`src/rtl/mem_pkg.sv`:
```
// Shared definitions for the L1 miss arbiter: FSM state encoding,
// requester IDs and refill line geometry.
package mem_pkg;

    typedef enum logic [1:0] {
        ST_IDLE = 2'd0,
        ST_REQ  = 2'd1,
        ST_WAIT = 2'd2,
        ST_RESP = 2'd3
    } state_t;

    localparam logic REQ_ICACHE = 1'b0;
    localparam logic REQ_DCACHE = 1'b1;

    localparam int LINE_SIZE    = 512;
    localparam int OFFSET_WIDTH = 6;

endpackage

```
`src/rtl/miss_pend_slot.sv`:
```
// One outstanding-miss slot: holds a pending bit plus the captured address,
// and flags misses that arrive while the slot is already occupied.
module miss_pend_slot #(
    parameter int ADDR_WIDTH = 64
) (
    input  logic                  clk,
    input  logic                  rst,
    input  logic                  i_set,
    input  logic [ADDR_WIDTH-1:0] i_addr,
    input  logic                  i_clear,
    output logic                  o_pend,
    output logic [ADDR_WIDTH-1:0] o_addr,
    output logic                  o_drop
);

    logic                  r_pend;
    logic [ADDR_WIDTH-1:0] r_addr;

    // A miss landing in the same cycle the slot is released re-arms it.
    always_ff @(posedge clk) begin
        if (rst) begin
            r_pend <= 1'b0;
            r_addr <= '0;
        end else if (i_set && (!r_pend || i_clear)) begin
            r_pend <= 1'b1;
            r_addr <= i_addr;
        end else if (i_clear) begin
            r_pend <= 1'b0;
        end
    end

    assign o_pend = r_pend;
    assign o_addr = r_addr;
    assign o_drop = i_set && r_pend && !i_clear;

endmodule

```
`src/rtl/l1_miss_arbiter.sv`:
```
// Round-robin arbiter sharing one memory refill port between the Icache and
// Dcache miss paths, with a single outstanding line read at a time.
module l1_miss_arbiter #(
    parameter int ADDR_WIDTH   = 64,
    parameter int LINE_SIZE    = mem_pkg::LINE_SIZE,
    parameter int OFFSET_WIDTH = mem_pkg::OFFSET_WIDTH
) (
    input  logic                  clk,
    input  logic                  rst,
    input  logic                  icache_miss_valid_i,
    input  logic [ADDR_WIDTH-1:0] icache_miss_addr_i,
    input  logic                  dcache_miss_valid_i,
    input  logic [ADDR_WIDTH-1:0] dcache_miss_addr_i,
    output logic                  mem_req_valid_o,
    input  logic                  mem_req_ready_i,
    output logic [ADDR_WIDTH-1:0] mem_req_addr_o,
    output logic                  mem_req_id_o,
    input  logic                  mem_resp_valid_i,
    input  logic [LINE_SIZE-1:0]  mem_resp_data_i,
    output logic                  refill_icache_valid_o,
    output logic [LINE_SIZE-1:0]  refill_icache_data_o,
    output logic                  refill_dcache_valid_o,
    output logic [LINE_SIZE-1:0]  refill_dcache_data_o,
    output logic                  err_o
);

    import mem_pkg::*;

    state_t                r_state;
    state_t                w_state_next;
    logic                  r_req_id;
    logic [ADDR_WIDTH-1:0] r_req_addr;
    logic                  r_last_grant;
    logic [LINE_SIZE-1:0]  r_line;
    logic                  r_err;

    logic [1:0]            w_miss_valid;
    logic [1:0]            w_pend;
    logic [1:0]            w_clear;
    logic [1:0]            w_drop;
    logic [ADDR_WIDTH-1:0] w_miss_addr [2];
    logic [ADDR_WIDTH-1:0] w_pend_addr [2];
    logic                  w_grant_id;
    logic [ADDR_WIDTH-1:0] w_grant_addr;
    logic                  w_grant;

    // Slot index equals requester ID: 0 = Icache, 1 = Dcache.
    assign w_miss_valid   = {dcache_miss_valid_i, icache_miss_valid_i};
    assign w_miss_addr[0] = icache_miss_addr_i;
    assign w_miss_addr[1] = dcache_miss_addr_i;

    genvar gi;
    generate
        for (gi = 0; gi < 2; gi++) begin : g_slot
            assign w_clear[gi] = (r_state == ST_RESP) && (int'(r_req_id) == gi);

            miss_pend_slot #(
                .ADDR_WIDTH (ADDR_WIDTH)
            ) u_slot (
                .clk     (clk),
                .rst     (rst),
                .i_set   (w_miss_valid[gi]),
                .i_addr  (w_miss_addr[gi]),
                .i_clear (w_clear[gi]),
                .o_pend  (w_pend[gi]),
                .o_addr  (w_pend_addr[gi]),
                .o_drop  (w_drop[gi])
            );
        end
    endgenerate

    // On a tie the requester that did not win last time gets the port.
    always_comb begin
        w_grant_id = REQ_DCACHE;
        if (&w_pend) begin
            w_grant_id = ~r_last_grant;
        end else if (w_pend[0]) begin
            w_grant_id = REQ_ICACHE;
        end
    end

    assign w_grant_addr = w_grant_id ? w_pend_addr[1] : w_pend_addr[0];
    assign w_grant      = (r_state == ST_IDLE) && (|w_pend);

    always_ff @(posedge clk) begin
        if (rst) begin
            r_state <= ST_IDLE;
        end else begin
            r_state <= w_state_next;
        end
    end

    always_comb begin
        w_state_next = r_state;
        case (r_state)
            ST_IDLE: if (|w_pend)          w_state_next = ST_REQ;
            ST_REQ:  if (mem_req_ready_i)  w_state_next = ST_WAIT;
            ST_WAIT: if (mem_resp_valid_i) w_state_next = ST_RESP;
            ST_RESP:                       w_state_next = ST_IDLE;
            default:                       w_state_next = ST_IDLE;
        endcase
    end

    always_comb begin
        mem_req_valid_o       = 1'b0;
        refill_icache_valid_o = 1'b0;
        refill_dcache_valid_o = 1'b0;
        case (r_state)
            ST_REQ:  mem_req_valid_o = 1'b1;
            ST_RESP: begin
                refill_icache_valid_o = (r_req_id == REQ_ICACHE);
                refill_dcache_valid_o = (r_req_id == REQ_DCACHE);
            end
            default: ;
        endcase
    end

    // Request regs hold the line-aligned address so it stays stable in REQ.
    always_ff @(posedge clk) begin
        if (rst) begin
            r_req_id     <= REQ_ICACHE;
            r_req_addr   <= '0;
            r_last_grant <= REQ_DCACHE;
            r_line       <= '0;
            r_err        <= 1'b0;
        end else begin
            if (w_grant) begin
                r_req_id     <= w_grant_id;
                r_req_addr   <= {w_grant_addr[ADDR_WIDTH-1:OFFSET_WIDTH], {OFFSET_WIDTH{1'b0}}};
                r_last_grant <= w_grant_id;
            end
            if ((r_state == ST_WAIT) && mem_resp_valid_i) begin
                r_line <= mem_resp_data_i;
            end
            if ((|w_drop) || (mem_resp_valid_i && (r_state != ST_WAIT))) begin
                r_err <= 1'b1;
            end
        end
    end

    assign mem_req_addr_o       = r_req_addr;
    assign mem_req_id_o         = r_req_id;
    assign refill_icache_data_o = r_line;
    assign refill_dcache_data_o = r_line;
    assign err_o                = r_err;

endmodule

```
`config.mk`:
```
export PLATFORM = sky130hd
export DESIGN_NAME = l1_miss_arbiter
export DESIGN_NICKNAME = d
export VERILOG_FILES = /design/src/rtl/mem_pkg.sv /design/src/rtl/miss_pend_slot.sv /design/src/rtl/l1_miss_arbiter.sv
export SDC_FILE = /design/constraint.sdc
export NUM_CORES = 1
export LEC_CHECK = 0
export ABC_AREA = 1
export CAP_MARGIN = 20
export CORE_AREA = 8 8 679 681
export CTS_CLUSTER_SIZE = 28
export DETAILED_ROUTE_END_ITERATION = 16
export DIE_AREA = 0 0 687 689
export PLACE_DENSITY_LB_ADDON = 0.1
export SLEW_MARGIN = 20
export SYNTH_ARGS = -nofsm -noshare
export SYNTH_HDL_FRONTEND = slang
export SYNTH_HIERARCHICAL = 1
export SYNTH_SLANG_ARGS = --single-unit
export TNS_END_PERCENT = 10
```
`constraint.sdc`:
```
create_clock -name clk -period 4.8 [get_ports clk]
set_clock_uncertainty 0.15 [all_clocks]
set_input_delay 1.44 -clock clk [delete_from_list [all_inputs] [get_ports clk]]
set_output_delay 1.44 -clock clk [all_outputs]
set_load 0.02 [all_outputs]
```
==> impl_metrics.json <==
{
  "status": "complete, no violations",
  "vdd.ir_drop.worst_v": 0.000238,
  "cts_sinks": 693,
  "grt_max_degree": 119,
  "avgSynthCellArea_um2": 7.41,
  "cts_setup_buffers": 0,
  "slew_violations": 0,
  "nets": 5834,
  "antenna_found_initial": 105,
  "synth_cells": 4066,
  "core_area_um2": 451000,
  "worstHoldPathCells": 4,
  "synth_area_um2": 30100,
  "p_per_area_nw_per_um2": 520,
  "initial_core_util": 0.0669,
  "worst_setup_path_end_kind": "output pin",
  "timing.final.crit_share": 0.868,
  "p_sw_mw": 12.2,
  "setup-violations-final": 0,
  "yosys_warnings": 6,
  "grt_pass1_vias": 31600,
  "port_buffers": 1720,
  "ctsHoldBuffers": 0,
  "p_comb_frac": 0.416,
  "path_delay_family": "buffers and inverters",
  "fillerInstances": 51800,
  "detail_route.iter0.violations": 1469,
  "cts_resized": 0,
  "cp.arrival_ns": 2.57,
  "path_clk_slew_ns": 0.06,
  "dieArea_um2": 473000,
  "drt_first_pass_iters": 5,
  "required_ns": 3.21,
  "ioPinCount": 1739,
  "layout-drive-gt1-share": 0.0492,
  "die-height_um": 689,
  "tns_ns": 0,
  "critPathMaxFanout": 3,
  "cp_slowest_cell": "clkdlybuf4s50_1",
  "wl_per_cell_um": 30.0,
  "p_int_mw": 15.9,
  "seqPwrFrac": 0.298,
  "rsz0062_at_grt": "false",
  "rr_worst_depth": 7,
  "clock_latency_ns": 0.87,
  "path_depth": 1,
  "finalHoldViolations": 0,
  "post-dp-hpwl_um": 288000,
  "critPathKind": "flip-flop to output pin",
  "cts_max_path_buffers": 4,
  "tightest_slew_ns": 1.06,
  "area_delta_synth_final_pct": 79.1,
  "vias_per_cell": 2.76,
  "grt_pass1_wl_um": 411000,
  "crit_path_cell_trace": "clkdlybuf4s50_1",
  "dp_slack_ns": 0.619,
  "p_leak_nw": 18.9,
  "die_w_um": 687,
  "cp_num_buf_inv": 1,
  "wl_met2_um": 172000,
  "critPathMaxStageDelay_ns": 1.03,
  "drtAntennaViolNets": 0,
  "seqCellArea_um2": 13900,
  "gr-usage-all-layers": 0.135,
  "cp-start-kind": "flip-flop",
  "vias": 31200,
  "gp_routability_congestion": 0.864,
  "cts-root-buf": "clkbuf_16",
  "layout_setup_ws_ns": 0.636,
  "slew_headroom": 0.292,
  "drc": 0,
  "top_layer_used": "met5",
  "period_needed_ns": 4.16,
  "wl_um": 339000,
  "wl_met3_um": 35100,
  "clockPowerShare": 0.286,
  "maxCapViolCount": 0,
  "met1_length_um": 122000,
  "hold_path.class": "flip-flop to flip-flop",
  "multi_input_area_um2": 10200,
  "fmax_ghz": 0.240,
  "placementRows": 247,
  "cts_htree_levels": 3,
  "switching_share": 0.434,
  "cts_tree": "done",
  "cts_made_buffers": 107,
  "overflow": 0
}
-- placed cells by master, fill, tap and decap left out, drive strengths merged --
cell           instances
a21oi                119
buf                   91
bufinv                 6
clkbuf               161
clkdlybuf4s50       1706
clkinv                17
clkinvlp               3
conb                   6
dfxtp                693
diode                 52
ha                     4
inv                  193
nand2                246
nand3                232
nand4                  1
nor2                1268
o211ai                 1
o21ai                515
-- final cells by class --
class                           count  share of cell area
Timing Repair Buffer             1797               0.336
Sequential cell                   693               0.257
Multi-Input combinational cell   2392               0.189
Tap cell                         5976               0.139
Clock buffer                      161              0.0573
Inverter                          193              0.0139
Clock inverter                     26             0.00635
Antenna cell                       52             0.00241
-- worst paths after layout --
path | startpoint | endpoint | slack (ns)
setup / recovery | refill_dcache_data_o[496] | refill_dcache_data_o[496] | 0.64
hold / removal | g_slot[1].u_slot/o_addr[44] | mem_req_addr_o[44] | 0.32
setup reg to reg | r_state[0] | refill_dcache_data_o[327] | 1.97
hold reg to reg | g_slot[1].u_slot/o_addr[44] | mem_req_addr_o[44] | 0.32
-- routing by layer --
| layer | track usage | vias up |
|---|---|---|
| met2 | 0.247 | 1163 |
| li1 | - | 14600 |
| met3 | 0.0635 | 300 |
| met1 | 0.140 | 15000 |
| met4 | 0.0321 | 96 |
| met5 | 0 | - |
-- power by group through the flow --
stage | clock (mW) | combinational [mW] | sequential (mW)
floorplan | 0 | 4.61 | 8.78
global placement | 0 | 12.3 | 8.53
detailed placement | 0 | 12.2 | 8.55
CTS | 8.54 | 12.2 | 8.46
global route | 8.69 | 12.5 | 8.52
finish | 8.02 | 11.7 | 8.35
-- flip-flops by register name (all words and copies together) (netlist names) --
name and count:
err_o 1, g_slot.u_slot/o_addr 116, g_slot.u_slot/o_pend 2, mem_req_addr_o 58
mem_req_id_o 1, r_last_grant 1, r_state 2, refill_dcache_data_o 512
-- stage by stage --
step            util  cells  hold WS, ns  area (um2)  total power, mW
4_1_cts        0.120  11200        0.305       53800             29.2
5_1_grt        0.120  11200        0.346       53800             29.7
6_report       0.120  11300        0.324       54000             28.1
3_3_place_gp   0.112  11100        0.311       50400             20.8
2_1_floorplan      -   4071        0.302       30200             13.4
3_5_place_dp   0.112  11100        0.318       50400             20.7
No activity file was read; power rests on OpenSTA's default activity.
